<file path="src/rtl/xnor_eq_sched.sv">
// Two-requester bitwise equality checker sharing one 1-bit XNOR stage, LSB first.
// Optional early exit on the first mismatching bit: define XNOR_EQ_EARLY_EXIT_EN.
`timescale 1ns/1ps
module xnor_eq_sched #(
  parameter int WIDTH = 8
) (
  input  logic             clk,
  input  logic             rst_n,
  input  logic             req0_valid,
  input  logic [WIDTH-1:0] req0_a,
  input  logic [WIDTH-1:0] req0_b,
  output logic             req0_ready,
  input  logic             req1_valid,
  input  logic [WIDTH-1:0] req1_a,
  input  logic [WIDTH-1:0] req1_b,
  output logic             req1_ready,
  output logic             rsp_valid,
  output logic             rsp_eq,
  output logic             rsp_id,
  input  logic             rsp_ready,
  output logic             busy
);

  localparam int CW = $clog2(WIDTH + 1);
  localparam logic [CW-1:0] LAST_BIT = CW'(WIDTH - 1);

  typedef enum logic [1:0] {
    IDLE  = 2'd0,
    SHIFT = 2'd1,
    RESP  = 2'd2
  } state_t;

  state_t           state_q, state_d;
  logic [WIDTH-1:0] sa_q, sa_d;
  logic [WIDTH-1:0] sb_q, sb_d;
  logic [CW-1:0]    cnt_q, cnt_d;
  logic             eq_q, eq_d;
  logic             id_q, id_d;
  // prio_q = 1 means req1 wins a tie; cleared on reset so req0 goes first.
  logic             prio_q, prio_d;

  logic grant0, grant1;
  logic bit_eq;
  logic last_bit;
  logic stop_shift;

  // Readies are also gated by rst_n so they drop the instant reset asserts.
  always_comb begin
    grant0 = 1'b0;
    grant1 = 1'b0;
    if (state_q == IDLE && rst_n) begin
      if (req0_valid && (!req1_valid || !prio_q)) begin
        grant0 = 1'b1;
      end else if (req1_valid) begin
        grant1 = 1'b1;
      end
    end
  end

  assign bit_eq   = ~(sa_q[0] ^ sb_q[0]);
  assign last_bit = (cnt_q == LAST_BIT);

`ifdef XNOR_EQ_EARLY_EXIT_EN
  assign stop_shift = last_bit | ~bit_eq;
`else
  assign stop_shift = last_bit;
`endif

  always_comb begin
    state_d = state_q;
    sa_d    = sa_q;
    sb_d    = sb_q;
    cnt_d   = cnt_q;
    eq_d    = eq_q;
    id_d    = id_q;
    prio_d  = prio_q;
    case (state_q)
      IDLE: begin
        if (grant0 || grant1) begin
          sa_d    = grant1 ? req1_a : req0_a;
          sb_d    = grant1 ? req1_b : req0_b;
          eq_d    = 1'b1;
          cnt_d   = '0;
          id_d    = grant1;
          prio_d  = ~grant1;
          state_d = SHIFT;
        end
      end
      SHIFT: begin
        eq_d  = eq_q & bit_eq;
        sa_d  = sa_q >> 1;
        sb_d  = sb_q >> 1;
        cnt_d = cnt_q + CW'(1);
        if (stop_shift) begin
          state_d = RESP;
        end
      end
      RESP: begin
        if (rsp_ready) begin
          state_d = IDLE;
        end
      end
      default: begin
        state_d = IDLE;
      end
    endcase
  end

  always_ff @(posedge clk or negedge rst_n) begin
    if (!rst_n) begin
      state_q <= IDLE;
      sa_q    <= '0;
      sb_q    <= '0;
      cnt_q   <= '0;
      eq_q    <= 1'b0;
      id_q    <= 1'b0;
      prio_q  <= 1'b0;
    end else begin
      state_q <= state_d;
      sa_q    <= sa_d;
      sb_q    <= sb_d;
      cnt_q   <= cnt_d;
      eq_q    <= eq_d;
      id_q    <= id_d;
      prio_q  <= prio_d;
    end
  end

  assign req0_ready = grant0;
  assign req1_ready = grant1;
  assign rsp_valid  = (state_q == RESP);
  assign rsp_eq     = rsp_valid & eq_q;
  assign rsp_id     = rsp_valid & id_q;
  assign busy       = (state_q != IDLE);

endmodule
</file>
<file path="config.mk">
export PLATFORM = sky130hd
export DESIGN_NAME = xnor_eq_sched
export DESIGN_NICKNAME = d
export VERILOG_FILES = /design/src/rtl/xnor_eq_sched.sv
export SDC_FILE = /design/constraint.sdc
export NUM_CORES = 1
export LEC_CHECK = 0
export CAP_MARGIN = 25
export CORE_MARGIN = 4
export CORE_UTILIZATION = 50
export CTS_BUF_LIST = sky130_fd_sc_hd__clkbuf_16
export CTS_CLUSTER_DIAMETER = 150
export DETAILED_ROUTE_END_ITERATION = 10
export PLACE_DENSITY = 0.86
export RECOVER_POWER = 25
export SLEW_MARGIN = 20
export SYNTH_ARGS = -nofsm -noshare
export SYNTH_HDL_FRONTEND = slang
export SYNTH_SLANG_ARGS = --single-unit
export TNS_END_PERCENT = 1
</file>
<file path="constraint.sdc">
create_clock -name clk -period 2.25 [get_ports clk]
set_input_delay 0.45 -clock clk [delete_from_list [all_inputs] [get_ports clk]]
set_output_delay 0.45 -clock clk [all_outputs]
set_load 0.005 [all_outputs]
</file>
Yosys cells after proc, flatten, opt, wreduce, memory -nomap -nowiden
Cells that the tools add are included.
{"block": "word_totals", "reg_bits": 25, "in_bits": 37}
{"block": "op_classes", "n_addsub": 1, "eq_ne": 6, "muxes": 19, "bitwise": 6, "n_reduce_logical": 12}
{"op": "2-to-1 mux 8 bit", "n": 4}
{"op": "one-hot mux 8 bit (2 select lines)", "n": 2}
{"op": "one-hot mux 4 bit (2 select lines)", "n": 1}
{"op": "2-to-1 mux 1 bit", "n": 6}
{"op": "2-to-1 mux 2 bit", "n": 3}
{"op": "one-hot mux 2 bit (3 select lines)", "n": 1}
{"op": "adder 4 x 1 -> 4 bit (second input constant)", "n": 1}
{"op": "== test 4 x 3 -> 1 bit (second input constant)", "n": 1}
{"op": "2-to-1 mux 4 bit", "n": 1}
{"op": "inequality test 2 x 1 -> 1 bit (second input constant)", "n": 2}
{"op": "AND reduction 2 bit", "n": 2}
{"op": "nonzero test 2 bit", "n": 2}
{"op": "bitwise AND 1 bit", "n": 3}
{"op": "AND reduction 3 bit", "n": 1}
{"op": "== test 2 x 1 -> 1 bit (second input constant)", "n": 1}
{"op": "== test 2 bit (second input constant)", "n": 1}
{"op": "logical AND 1 bit", "n": 2}
{"op": "zero test 1 bit", "n": 2}
{"op": "zero test 2 bit", "n": 1}
{"op": "logical OR 1 bit", "n": 2}
{"op": "inequality test 2 bit (second input constant)", "n": 1}
{"op": "NOT 1 bit", "n": 2}
{"op": "one-hot mux 1 bit (2 select lines)", "n": 1}
{"op": "XOR 1 bit", "n": 1}

Depth between registers and ports, before layout
{"block": "depth", "word_depth": 8, "depth_mapped": 6, "depth_no_buf": 4}

Least setup slack after synthesis
No wires, ideal clock.
{"block": "synth_path", "path_kind": "register to output", "from": "register state_q[0]", "to": "output port busy", "arrival_ns": 1.121, "required_ns": 1.800, "path_slack_ns": 0.679, "path_stages_with_launch": 5, "path_cell_list": "dfrtp_1 > buf_2 > buf_2 > buf_1 > or2_2"}
{"block": "synth_via", "elab_chain_cells": 1}
{"item": "start, declared", "line_no": "33", "rtl": "state_t state_q, state_d;"}
{"item": "start signal, assigned", "line_no": "119", "rtl": "state_q <= state_d;"}
{"item": "nonzero test 2 bit", "line_no": "134", "rtl": "assign busy = (state_q != IDLE);"}
{"item": "end, declared", "line_no": "21", "rtl": "output logic busy"}
No other way between the ends.

Worst setup path in the final report
{"block": "layout_path", "from": "input port req0_valid", "to": "output port req0_ready"}
{"block": "layout_via", "elab_chain_cells": 3}
{"item": "start, declared", "line_no": "9", "rtl": "input logic req0_valid,"}
{"item": "logical AND 1 bit", "line_no": "52", "rtl": "if (req0_valid && (!req1_valid || !prio_q)) begin"}
{"item": "2-to-1 mux 1 bit", "line_no": "52"}
{"item": "2-to-1 mux 1 bit", "line_no": "51", "rtl": "if (state_q == IDLE && rst_n) begin"}
{"item": "end, declared", "line_no": "12", "rtl": "output logic req0_ready,"}
No other way between the ends.

==> results.toml <==
[worst_setup_path]
cp_top_family = "buffers and inverters"
crit_type = "in2out"
slowest_delay_ns = 0.51
worstPathMaxFanout = 4
worstPathArrival_ns = 1.74
crit_required_ns = 1.80
cp_slowest_cell = "clkdlybuf4s50_1"
startpoint = "req0_valid"
cp-start-kind = "input port"
crit_top_cell = "clkdlybuf4s50_1"
r2r_slack_ns = 0.66
path_buf_inv = 3
end_kind = "output port"
r2r_start = "state_q[0]"
crit_chain = "clkdlybuf4s50_1 > buf_4 > nand2_1 > a21oi_1 > clkdlybuf4s50_1"

[die]
floorplan.initialDensity = 0.519
rows = 19
die_h_um = 61.3
dieArea_um2 = 3760
die_w_um = 61.3
core_area_um2 = 2730
io_pins = 43

[routing]
dr.pass1.iters = 4
drc = 0
vias = 1401
drt-total-wl_um = 3910
drt_iter0_drc = 106
vias_per_cell = 5.96
wl_per_cell_um = 16.7
ant_nets = 0

[timing]
fin_skew_ns = 0.00254
slew_headroom = 0.522
setup_tns_ns = 0
fmax_mhz = 457
rsz0062_at_grt = "false"
hold_viol_final = 0
worst_slew_pin_slew_ns = 0.717
setup_ws_ns = 0.0639
period_share = 0.972
setup_viol = 0
min_period_ns = 2.19
final_max_slew_viol_count = 0

[yosys]
synth_top_area_cell = "dfrtp_1"
ys_types = 35
syn_nets = 192
synth_seq_area_share = 0.441
synth_edf_count = 0
syn_area_per_cell_um2 = 9.22
yosys-top-cells-count = "or3_1, dfrtp_1, nand2_1, a21oi_1, a32o_1"
yosys.area.top_type_share = 0.441
yosysMostFrequentCell = "or3_1"
syn-instance-count = 154
ys.flop_type = "dfrtp_1"
synth_warnings = 0
synthTopCellsByArea = "dfrtp_1, or3_1, a32o_1"
syn-cell-area_um2 = 1420
yosys_register_bits = 25
async_flop_share = 1.00

[min_path]
hp-class = "in2async"

[clock_tree]
cts.sinks = 25
htree_levels = 1
clk_latency_ns = 0.25
cts_buffer_depth = 2
cts_tree = "done"
cts.clk_slew.worst_paths_ns = 0.06
cts_buffers = 3
clockRootBuffer = "clkbuf_16"

[placed_design]
hpwl_um = 2770
dp.cells = 229
place.gp.congestion = 0.814
buffer_ports.inserted = 42
pre_cts_ws_ns = -0.172

[finish]
fin_util = 0.739
multi_input_area_um2 = 744
drive_above_1_share = 0.132
area_growth_pct = 42.3
fill_cells = 204
finalNonFillerCells = 235
seqCellArea_um2 = 627
diodes = 0
nets = 243

[flow_run]
max_cap_viol_count = 0

[pwr]
power_density_nw_per_um2 = 1020
p_leak_nw = 0.841
peakVddDrop_mv = 0.671

[status]
status = "completed"

[global_routing]
grt_first_pass_wirelength_um = 6290
grt_pass1_vias = 1462
overflow = 0
track_usage = 0.222
grt_max_degree = 26
grt_antenna_before_repair = 0
==> what timing repair did <==
action,CTS,global route
hold buffers,0,0
setup endpoints to repair,2,3
setup buffers,0,2
gates resized for setup,4,1
==> layer usage <==
layer	global-route usage	wire length [µm]	vias to the layer above
met5	0	0	-
met4	0.0464	21	0
met3	0.0356	255	4
met2	0.402	2010	50
met1	0.278	1630	678
li1	-	-	669
==> worst reg2reg max path, stage by stage (launching register included) <==
cell and delay [ns]:
dfrtp_1 0.44, buf_4 0.20, o21bai_2 0.59, o21ai_0 0.20, nand2_1 0.09
==> flip-flops by register name, summed over array words and instances, names as in the netlist <==
| register | cells |
|---|---|
| prio_q | 1 |
| sa_q | 8 |
| cnt_q | 4 |
| eq_q | 1 |
| id_q | 1 |
| sb_q | 8 |
| state_q | 2 |
==> cell usage in the layout, fill, tap and decap left out, types with 2 or more instances in the layout <==
cell type         n
clkdlybuf4s50_1  40
or3_1            28
dfrtp_1          24
nand2_1          21
a21oi_1          16
a32o_1           14
buf_4            14
o21ai_0           6
nand3_1           4
clkbuf_16         3
nor2b_1           2
and2_1            2
nand2b_1          2
nor2_1            2
o21ai_1           2
mux2i_1           2
dlygate4sd2_1     2
==> cells by family after synthesis <==
| logic type | Yosys count | synth area share |
|---|---|---|
| compound gates | 43 | 0.212 |
| mux | 2 | 0.0141 |
| xor+xnor | 1 | 0.00617 |
| fa+ha+maj | 1 | 0.00881 |
| buf+inv | 12 | 0.0423 |
| simple gates | 70 | 0.276 |
| flops | 25 | 0.441 |
==> metrics by stage <==
step / hold WS, ns / instance area, µm² / power [W]
finish: 0.329 / 2020 / 0.00206
floorplan: 0.154 / 1420 / 0.00135
detailed placement: 0.482 / 1920 / 0.00166
CTS: 0.293 / 2010 / 0.00205
global route: 0.342 / 2020 / 0.00221
global placement: 0.476 / 1920 / 0.00160
==> where the power goes <==
group | internal, W | switching [W] | leakage [nW] | total (W)
Sequential | 0.000637 | 0.000131 | 0.317 | 0.000768
Combinational | 0.000462 | 0.000443 | 0.483 | 0.000905
Clock | 0.000239 | 0.000151 | 0.0409 | 0.000390
==> worst paths after layout <==
check	endpoint	cells after the start
max	req0_ready	5
min	state_q[0]	2
max reg2reg	cnt_q[2]	4
min reg2reg	sb_q[5]	1
max in group asynchronous	cnt_q[1]	2
min in group clk	sb_q[5]	1
==> layout make-up <==
| type | instances | area share |
|---|---|---|
| Clock buffer | 3 | 0.0372 |
| Clock inverter | 1 | 0.00248 |
| Inverter | 1 | 0.00186 |
| Multi-Input combinational cell | 117 | 0.368 |
| Sequential cell | 25 | 0.310 |
| Tap cell | 31 | 0.0192 |
| Timing Repair Buffer | 57 | 0.261 |
Power figures use the tool's default switching activity.
